$ cat config.mk
export PLATFORM = sky130hd
export DESIGN_NAME = serial_frame_rx
export DESIGN_NICKNAME = d
export VERILOG_FILES = /design/src/rtl/serial_frame_rx.sv
export SDC_FILE = /design/constraint.sdc
export NUM_CORES = 1
export LEC_CHECK = 0
export CAP_MARGIN = 0
export CORE_MARGIN = 5
export CORE_UTILIZATION = 40
export DETAILED_ROUTE_END_ITERATION = 8
export MAX_ROUTING_LAYER = met4
export PLACE_DENSITY_LB_ADDON = 0.05
export SYNTH_ARGS = -nofsm -noshare
export SYNTH_HDL_FRONTEND = slang
export SYNTH_SLANG_ARGS = --single-unit
$ cat constraint.sdc
create_clock -name clk -period 1.4 [get_ports clk]
set_input_delay 0.28 -clock clk [delete_from_list [all_inputs] [get_ports clk]]
set_output_delay 0.28 -clock clk [all_outputs]
set_load 0.05 [all_outputs]
$ cat src/rtl/serial_frame_rx.sv
// serial_frame_rx: receiver for the single-wire serial frame link.
// Idle-low line, high start bit, DATA_BITS payload bits LSB first, low stop bit.
// Each received byte is offered to the consumer with a valid/ack handshake.
//
// Handshake: `valid` rises on the cycle after a good stop sample and stays high
// until a cycle with ack=1 and valid=1; it then reads 0 on the following cycle.
// If a new frame completes in a cycle where ack=1, the new byte is loaded and
// `valid` stays high. `ack` while valid=0 has no effect.
module serial_frame_rx #(
   parameter int CLKS_PER_BIT = 1,
   parameter int DATA_BITS    = 8,
   parameter int SYNC_STAGES  = 2
) (
   input  logic                 clk,
   input  logic                 rst,
   input  logic                 rxd,
   input  logic                 ack,
   output logic [DATA_BITS-1:0] data,
   output logic                 valid,
   output logic                 frame_err,
   output logic                 overrun,
   output logic                 busy,
   output logic [1:0]           state_test,
   output logic [4:0]           cnt_test
);

   localparam int HALF = CLKS_PER_BIT / 2;
   localparam int TW   = (CLKS_PER_BIT > 1) ? $clog2(CLKS_PER_BIT) : 1;

   typedef enum logic [1:0] {
      IDLE  = 2'd0,
      START = 2'd1,
      DATA  = 2'd2,
      STOP  = 2'd3
   } state_t;

   logic [SYNC_STAGES-1:0] sync_q;
   logic [SYNC_STAGES-1:0] fill_q;
   logic                   rxd_s;
   logic                   prev;
   logic                   edge_seen;

   state_t                 state;
   logic [TW-1:0]          timer;
   logic [4:0]             cnt;
   logic [DATA_BITS-1:0]   shift;

   assign rxd_s     = sync_q[SYNC_STAGES-1];
   assign edge_seen = rxd_s & ~prev;

   // Input synchroniser and previous-sample register for rising-edge detection.
   // fill_q marks when the synchroniser holds only post-reset line samples; until
   // then prev is held at 1 so a line that is already high after reset is not
   // mistaken for a start edge.
   always_ff @(posedge clk) begin
      if (rst) begin
         sync_q <= '0;
         fill_q <= '0;
         prev   <= 1'b1;
      end else begin
         sync_q <= (sync_q << 1) | SYNC_STAGES'(rxd);
         fill_q <= (fill_q << 1) | SYNC_STAGES'(1'b1);
         prev   <= fill_q[SYNC_STAGES-1] ? rxd_s : 1'b1;
      end
   end

   // Frame FSM: bit timing, payload shift register and the registered outputs.
   always_ff @(posedge clk) begin
      if (rst) begin
         state     <= IDLE;
         timer     <= '0;
         cnt       <= '0;
         shift     <= '0;
         data      <= '0;
         valid     <= 1'b0;
         frame_err <= 1'b0;
         overrun   <= 1'b0;
      end else begin
         frame_err <= 1'b0;
         overrun   <= 1'b0;
         if (ack) valid <= 1'b0;
         case (state)
            IDLE: begin
               timer <= '0;
               // With one clock per bit there is no half-period wait: the edge
               // cycle itself is the start-bit sample.
               if (edge_seen) state <= (HALF == 0) ? DATA : START;
            end
            START: begin
               if (timer == TW'(HALF - 1)) begin
                  timer <= '0;
                  state <= rxd_s ? DATA : IDLE;
               end else begin
                  timer <= timer + 1'b1;
               end
            end
            DATA: begin
               if (timer == TW'(CLKS_PER_BIT - 1)) begin
                  timer <= '0;
                  shift <= (shift >> 1) | (DATA_BITS'(rxd_s) << (DATA_BITS - 1));
                  if (cnt == 5'(DATA_BITS - 1)) begin
                     cnt   <= '0;
                     state <= STOP;
                  end else begin
                     cnt <= cnt + 5'd1;
                  end
               end else begin
                  timer <= timer + 1'b1;
               end
            end
            STOP: begin
               if (timer == TW'(CLKS_PER_BIT - 1)) begin
                  timer <= '0;
                  state <= IDLE;
                  if (!rxd_s) begin
                     data    <= shift;
                     valid   <= 1'b1;
                     overrun <= valid & ~ack;
                  end else begin
                     frame_err <= 1'b1;
                  end
               end else begin
                  timer <= timer + 1'b1;
               end
            end
            default: state <= IDLE;
         endcase
      end
   end

   assign busy       = (state != IDLE);
   assign state_test = state;
   assign cnt_test   = cnt;

endmodule

==> results of run 1 <==
[worst max-delay path, cell delays in order, from the launching register on]
cell and delay (ns):
dfxtp_4 0.36, buf_6 0.13, or3b_4 0.40, or4_4 0.43
a21oi_2 0.12
[synth_stat cells]
| library cell | number | area share (%) |
|---|---|---|
| nand2_1 | 36 | 12 |
| dfxtp_1 | 32 | 55 |
| a21oi_1 | 21 | 9.0 |
| clkbuf_1 | 7 | 2.2 |
| nor2b_1 | 5 | 2.7 |
| nor2_1 | 3 | 0.96 |
| nor4bb_1 | 3 | 2.6 |
| nand2b_1 | 2 | 1.1 |
| nand3_1 | 2 | 0.85 |
| nor3_1 | 2 | 0.85 |
| o21ai_0 | 2 | 0.85 |
| or3_1 | 2 | 1.1 |
| a31oi_1 | 1 | 0.53 |
| and3_1 | 1 | 0.53 |
| and4_1 | 1 | 0.75 |
| buf_6 | 1 | 0.96 |
| ha_1 | 1 | 1.1 |
| inv_1 | 1 | 0.32 |
| mux2_2 | 1 | 0.96 |
| nand4bb_1 | 1 | 0.96 |
| nor3b_1 | 1 | 0.64 |
| nor3b_2 | 1 | 1.1 |
| or2_2 | 1 | 0.53 |
| or3b_4 | 1 | 0.96 |
| or4_1 | 1 | 0.64 |
| or4bb_1 | 1 | 0.96 |
| xnor2_1 | 1 | 0.75 |
[timing repair]
action | in CTS | in global routing
endpoints found under the setup margin | 2 | 13
pin swaps | 1 | 14
setup buffers | 4 | 2
gates resized for setup | 7 | 30
cloned | 1 | 1
hold endpoints to repair | 0 | 0
[report_power, final]
part / internal, mW / total, mW / switching (mW)
registers: 0.912 / 0.916 / 0.00444
logic: 0.0394 / 0.0828 / 0.0434
clock network: 0.302 / 0.616 / 0.313
[cells in the final DEF, fill, tap and decap left out, types with 2 or more instances in the layout]
master / count
a21oi_1: 11
a21oi_2: 10
buf_12: 18
buf_4: 14
buf_6: 6
buf_8: 2
clkbuf_4: 5
clkdlybuf4s50_1: 3
dfxtp_1: 28
dfxtp_4: 4
nand2_1: 28
nand2_2: 5
nand2_4: 3
nand2b_1: 2
nand3_1: 2
nor2_1: 3
nor2b_1: 5
nor4bb_1: 2
o21ai_0: 2
or3_1: 2
[metal layers]
metal / part of all wire, % / global-route usage, % / vias to the layer above
met5: 0 / - / -
met1: 44 / 16.6 / 514
met4: 1.5 / 7.89 / 0
li1: - / - / 529
met2: 49 / 22.4 / 21
met3: 5.1 / 3.85 / 5
[metrics by stage]
step                      area, um2  cells  TNS (ns)
after floorplan                1240    132    -0.756
after global placement         1730    191         0
after detailed placement       1730    191         0
after CTS                      1860    204    -0.266
after global routing           1990    207    -0.757
final                          1990    207    -0.293
[area by class of cell]
cell class | instances | area, um2 | share of cell area (%)
Clock buffer | 7 | 66.3 | 3.34
Clock inverter | 1 | 5.00 | 0.252
Sequential cell | 32 | 656 | 33.0
Multi-Input combinational cell | 91 | 619 | 31.2
Tap cell | 31 | 38.8 | 1.95
Timing Repair Buffer | 44 | 598 | 30.1
Inverter | 1 | 3.75 | 0.189
[state kept, by name, summed over array words and instances (netlist names)]
name        count
cnt_test        5
data            8
fill_q          2
frame_err       1
overrun         1
prev            1
shift           8
state_test      2
sync_q          2
timer           1
valid           1
[kinds of logic after synthesis]
logic type               share of synthesized area (%)
AO/OA/AOI/OAI                                     10.4
buffers and inverters                             3.53
multiplexers                                     0.961
XOR/XNOR                                         0.748
AND/OR/NAND/NOR                                   28.6
adder cells (fa/ha/maj)                           1.07
flip-flops                                        54.7
[worst min-delay path by stage]
stage / start / end / depth (start not counted)
floorplan: fill_q[1] / prev / 1
global placement: fill_q[1] / prev / 1
detailed placement: fill_q[1] / prev / 1
CTS: fill_q[1] / prev / 1
global route: fill_q[1] / prev / 1
finish: fill_q[1] / prev / 1
==> results.sh, run 1 <==
export IMPL_grt_max_degree=15
export IMPL_fmax_mhz=666
export IMPL_ys_warn_count=0
export IMPL_total_leakage_power_nw=0.718
export IMPL_pre_cts_slack_ns=0.0104
export IMPL_grt_pass1_wl_um=4570
export IMPL_clock_latency_ns=0.33
export IMPL_cap_violations=0
export IMPL_arrival_ns=1.77
export IMPL_drv_slew=0
export IMPL_overflow=0
export IMPL_r2r_cells=4
export IMPL_startpoint="state_test[0]"
export IMPL_syn2layout_area_growth_pct=69.7
export IMPL_setup_ws_ns=-0.101
export IMPL_outcome="finished, violations left"
export IMPL_via_per_inst=5.16
export IMPL_dp_final_hpwl_um=1780
export IMPL_nets=180
export IMPL_first_pass_iters=4
export IMPL_start_util_pct=42.1
export IMPL_clock_sinks=32
export IMPL_syn_area_mm2=0.00117
export IMPL_diodes=0
export IMPL_slew_headroom_pct=69.8
export IMPL_synthesis_nets=137
export IMPL_reg2reg_from="state_test[0]"
export IMPL_fillers=214
export IMPL_dieArea_mm2=0.00411
export IMPL_synth_cell_types=27
export IMPL_ir_drop_mv=0.757
export IMPL_die_h_um=64.1
export IMPL_cts_max_level=2
export IMPL_drtIter0Drc=41
export IMPL_drc_errors=0
export IMPL_cts_hold_buffers=0
export IMPL_clock_skew_ns=0.00690
export IMPL_avgRoutedWirePerCell_um=14.3
export IMPL_placementRows=19
export IMPL_worstMarginPinSlew_ns=0.447
export IMPL_wl_um=2970
export IMPL_clockBufferDepth=2
export IMPL_port_buffers=22
export IMPL_antenna_found_initial=0
export IMPL_endpoint_kind="flip-flop"
export IMPL_required_ns=1.67
export IMPL_clockRootBuffer="clkbuf_4"
export IMPL_drtAntennaViolNets=0
export IMPL_gp_congestion=0.855
export IMPL_power_density_mw_per_mm2=813
export IMPL_hold_ws_ns=0.373
export IMPL_crit_fanout=5
export IMPL_rsz0062_at_grt="yes"
export IMPL_ys_ff_latch=32
export IMPL_clk_pin_slew_worst_paths_ns=0.10
export IMPL_cts_tree="yes"
export IMPL_grt_pass1_vias=1043
export IMPL_min_period_over_period_pct=107
export IMPL_failed_checks="setup timing"
export IMPL_start_kind="flip-flop"
export IMPL_rrSetupSlack_ns=-0.10
export IMPL_tritoncts_num_buffers=5
export IMPL_worstHoldPathType="flip-flop to flip-flop"
export IMPL_final_layout_size_suffix_gt1_share_pct=45.5
export IMPL_core_mm2=0.00278
export IMPL_finish_utilization_pct=71.4
export IMPL_synth_cells=132
export IMPL_die_w_um=64.1
export IMPL_r2r_end="cnt_test[3]"
export IMPL_gr_usage_all_layers_pct=14.3
export IMPL_via_count=1069
export IMPL_power_mw=1.61
export IMPL_hold_viol=0
export IMPL_crit_type="flip-flop to flip-flop"
export IMPL_yosysSeqAreaShare_pct=54.7
export IMPL_pin_count=23
export IMPL_min_period_ns=1.50
export IMPL_setup_viol_count_final=9
export IMPL_syn_area_per_cell_um2=8.87
export IMPL_endpoint="cnt_test[3]"
(Power assumes the default switching activity.)
==> inputs of run 2 (changes only) <==
--- a/config.mk
+++ b/config.mk
@@ -6,7 +6,7 @@
 export NUM_CORES = 1
 export LEC_CHECK = 0
 export CAP_MARGIN = 0
-export CORE_MARGIN = 5
+export CORE_MARGIN = 3
 export CORE_UTILIZATION = 40
 export DETAILED_ROUTE_END_ITERATION = 8
 export MAX_ROUTING_LAYER = met4
==> run 2 against run 1 <==
  * The flow still finishes with violations (setup timing)
  * Power down 0.55%
  * Combinational power down 5.6%
  * Global-route usage up 2.9 points
  * Utilization down 0.40 points
  * Count of clock-buffer cells in the layout unchanged
  * Clock skew up 0.0092 ns
  * Routed wire length down 14%
  * Critical path type unchanged
  * Critical endpoint unchanged
  * Largest power group unchanged
==> results.sh, run 2 (synthesized netlist as in run 1, its figures left out) <==
export IMPL_power_density_mw_per_mm2=858
export IMPL_hold_viol=0
export IMPL_grt_max_degree=14
export IMPL_cts_tree="yes"
export IMPL_antenna_found_initial=0
export IMPL_dp_final_hpwl_um=1760
export IMPL_gp_congestion=0.826
export IMPL_pin_count=23
export IMPL_final_layout_size_suffix_gt1_share_pct=33.5
export IMPL_dpl_cell_area_mm2=0.00172
export IMPL_stdcell_count=203
export IMPL_hold_depth=1
export IMPL_clk_pin_slew_worst_paths_ns=0.11
export IMPL_via_per_inst=5.03
export IMPL_slew_headroom_pct=76.3
export IMPL_syn2layout_area_growth_pct=59.8
export IMPL_tns_ns=-0.216
export IMPL_worstMarginPinSlew_ns=0.351
export IMPL_min_period_over_period_pct=106
export IMPL_tritoncts_num_buffers=5
export IMPL_clock_skew_ns=0.0161
export IMPL_grt_pass1_vias=956
export IMPL_required_ns=1.67
export IMPL_pre_cts_slack_ns=0.0308
export IMPL_fmax_mhz=675
export IMPL_mostFrequentLayoutCell="nand2_1"
export IMPL_core_mm2=0.00264
export IMPL_clockRootBuffer="clkbuf_4"
export IMPL_clockBufferDepth=2
export IMPL_dpl_cell_count=189
export IMPL_via_count=1022
export IMPL_cap_violations=0
export IMPL_first_pass_iters=4
export IMPL_dieArea_mm2=0.00361
export IMPL_arrival_ns=1.75
export IMPL_rsz0062_at_grt="yes"
export IMPL_outcome="finished, violations left"
export IMPL_r2r_cells=4
export IMPL_overflow=0
export IMPL_worstHoldPathType="flip-flop to flip-flop"
export IMPL_cts_hold_buffers=0
export IMPL_setup_viol_count_final=3
export IMPL_port_buffers=22
export IMPL_start_util_pct=44.4
export IMPL_avgRoutedWirePerCell_um=12.6
export IMPL_crit_type="flip-flop to flip-flop"
export IMPL_drtAntennaViolNets=0
export IMPL_endpoint_kind="flip-flop"
export IMPL_die_h_um=60.1
export IMPL_drv_slew=0
export IMPL_diodes=0
export IMPL_drtIter0Drc=32
export IMPL_gr_usage_all_layers_pct=17.3
export IMPL_clock_sinks=32
export IMPL_crit_fanout=8
export IMPL_failed_checks="setup timing"
export IMPL_wl_um=2560
export IMPL_nets=177
export IMPL_die_w_um=60.1
export IMPL_placementRows=18
export IMPL_final_cell_mix="36 x nand2_1, 28 x dfxtp_1, 20 x a21oi_1"
export IMPL_min_period_ns=1.48
export IMPL_ir_drop_mv=1.00
export IMPL_finish_utilization_pct=71.0
export IMPL_cts_max_level=2
export IMPL_start_kind="flip-flop"
export IMPL_drc_errors=0
export IMPL_total_leakage_power_nw=0.696
export IMPL_final_cell_area_mm2=0.00187
export IMPL_setup_ws_ns=-0.0805
export IMPL_clock_latency_ns=0.34
export IMPL_fillers=207
export IMPL_grt_pass1_wl_um=4370
-- run 2: cell types whose count changed in the layout (fill, tap and decap cells not counted), moves of 3 or more --
cell / change
nand2_1: +8
a21oi_2: -9
nand2_4: -3
a21oi_1: +9
nand2_2: -5
-- run 2: power by group --
group	switching (mW)	leakage (nW)	internal, mW
registers	0.00393	0.262	0.912
clock network	0.309	0.0404	0.303
logic	0.0397	0.394	0.0385
-- run 2: cell type report --
type                       instances  area (um2)  share of cell area, %
multi-input combinational         91         537                   28.7
clock inverter                     1        5.00                  0.267
tap                               30        37.5                   2.01
timing repair buffer              41         567                   30.3
sequential                        32         656                   35.0
inverter                           1        3.75                  0.201
clock buffer                       7        66.3                   3.54
-- run 2: worst max-delay path, stage by stage, from the launching register on --
cell	delay (ns)
dfxtp_4	0.37
buf_6	0.13
or3b_4	0.39
or4_1	0.40
a21oi_1	0.12
-- run 2: worst paths after layout --
path | start | to | slack (ns)
worst max-delay path | state_test[0] | cnt_test[3] | -0.08
worst min register to register | fill_q[1] | prev | 0.37
worst min-delay path | fill_q[1] | prev | 0.37
worst max register to register | state_test[0] | cnt_test[3] | -0.08
-- run 2: what timing repair did --
item	CTS	global route
pin swaps	0	3
resized for setup	7	3
endpoints found under the setup margin	1	13
cloned	0	0
setup buffers	3	3
-- run 2: per-layer routing --
layer	vias up	part of all wire, %	GRT usage [%]
met5	-	0	-
met4	0	0.90	7.91
met3	4	5.1	7.56
met2	20	48	25.3
met1	475	46	20.2
li1	523	-	-
-- run 2: stage by stage --
step	hold WS, ns	power [mW]
after CTS	0.378	1.63
after detailed placement	0.354	1.01
after global routing	0.387	1.69
after floorplan	0.343	0.973
final	0.373	1.61
after global placement	0.352	1.01
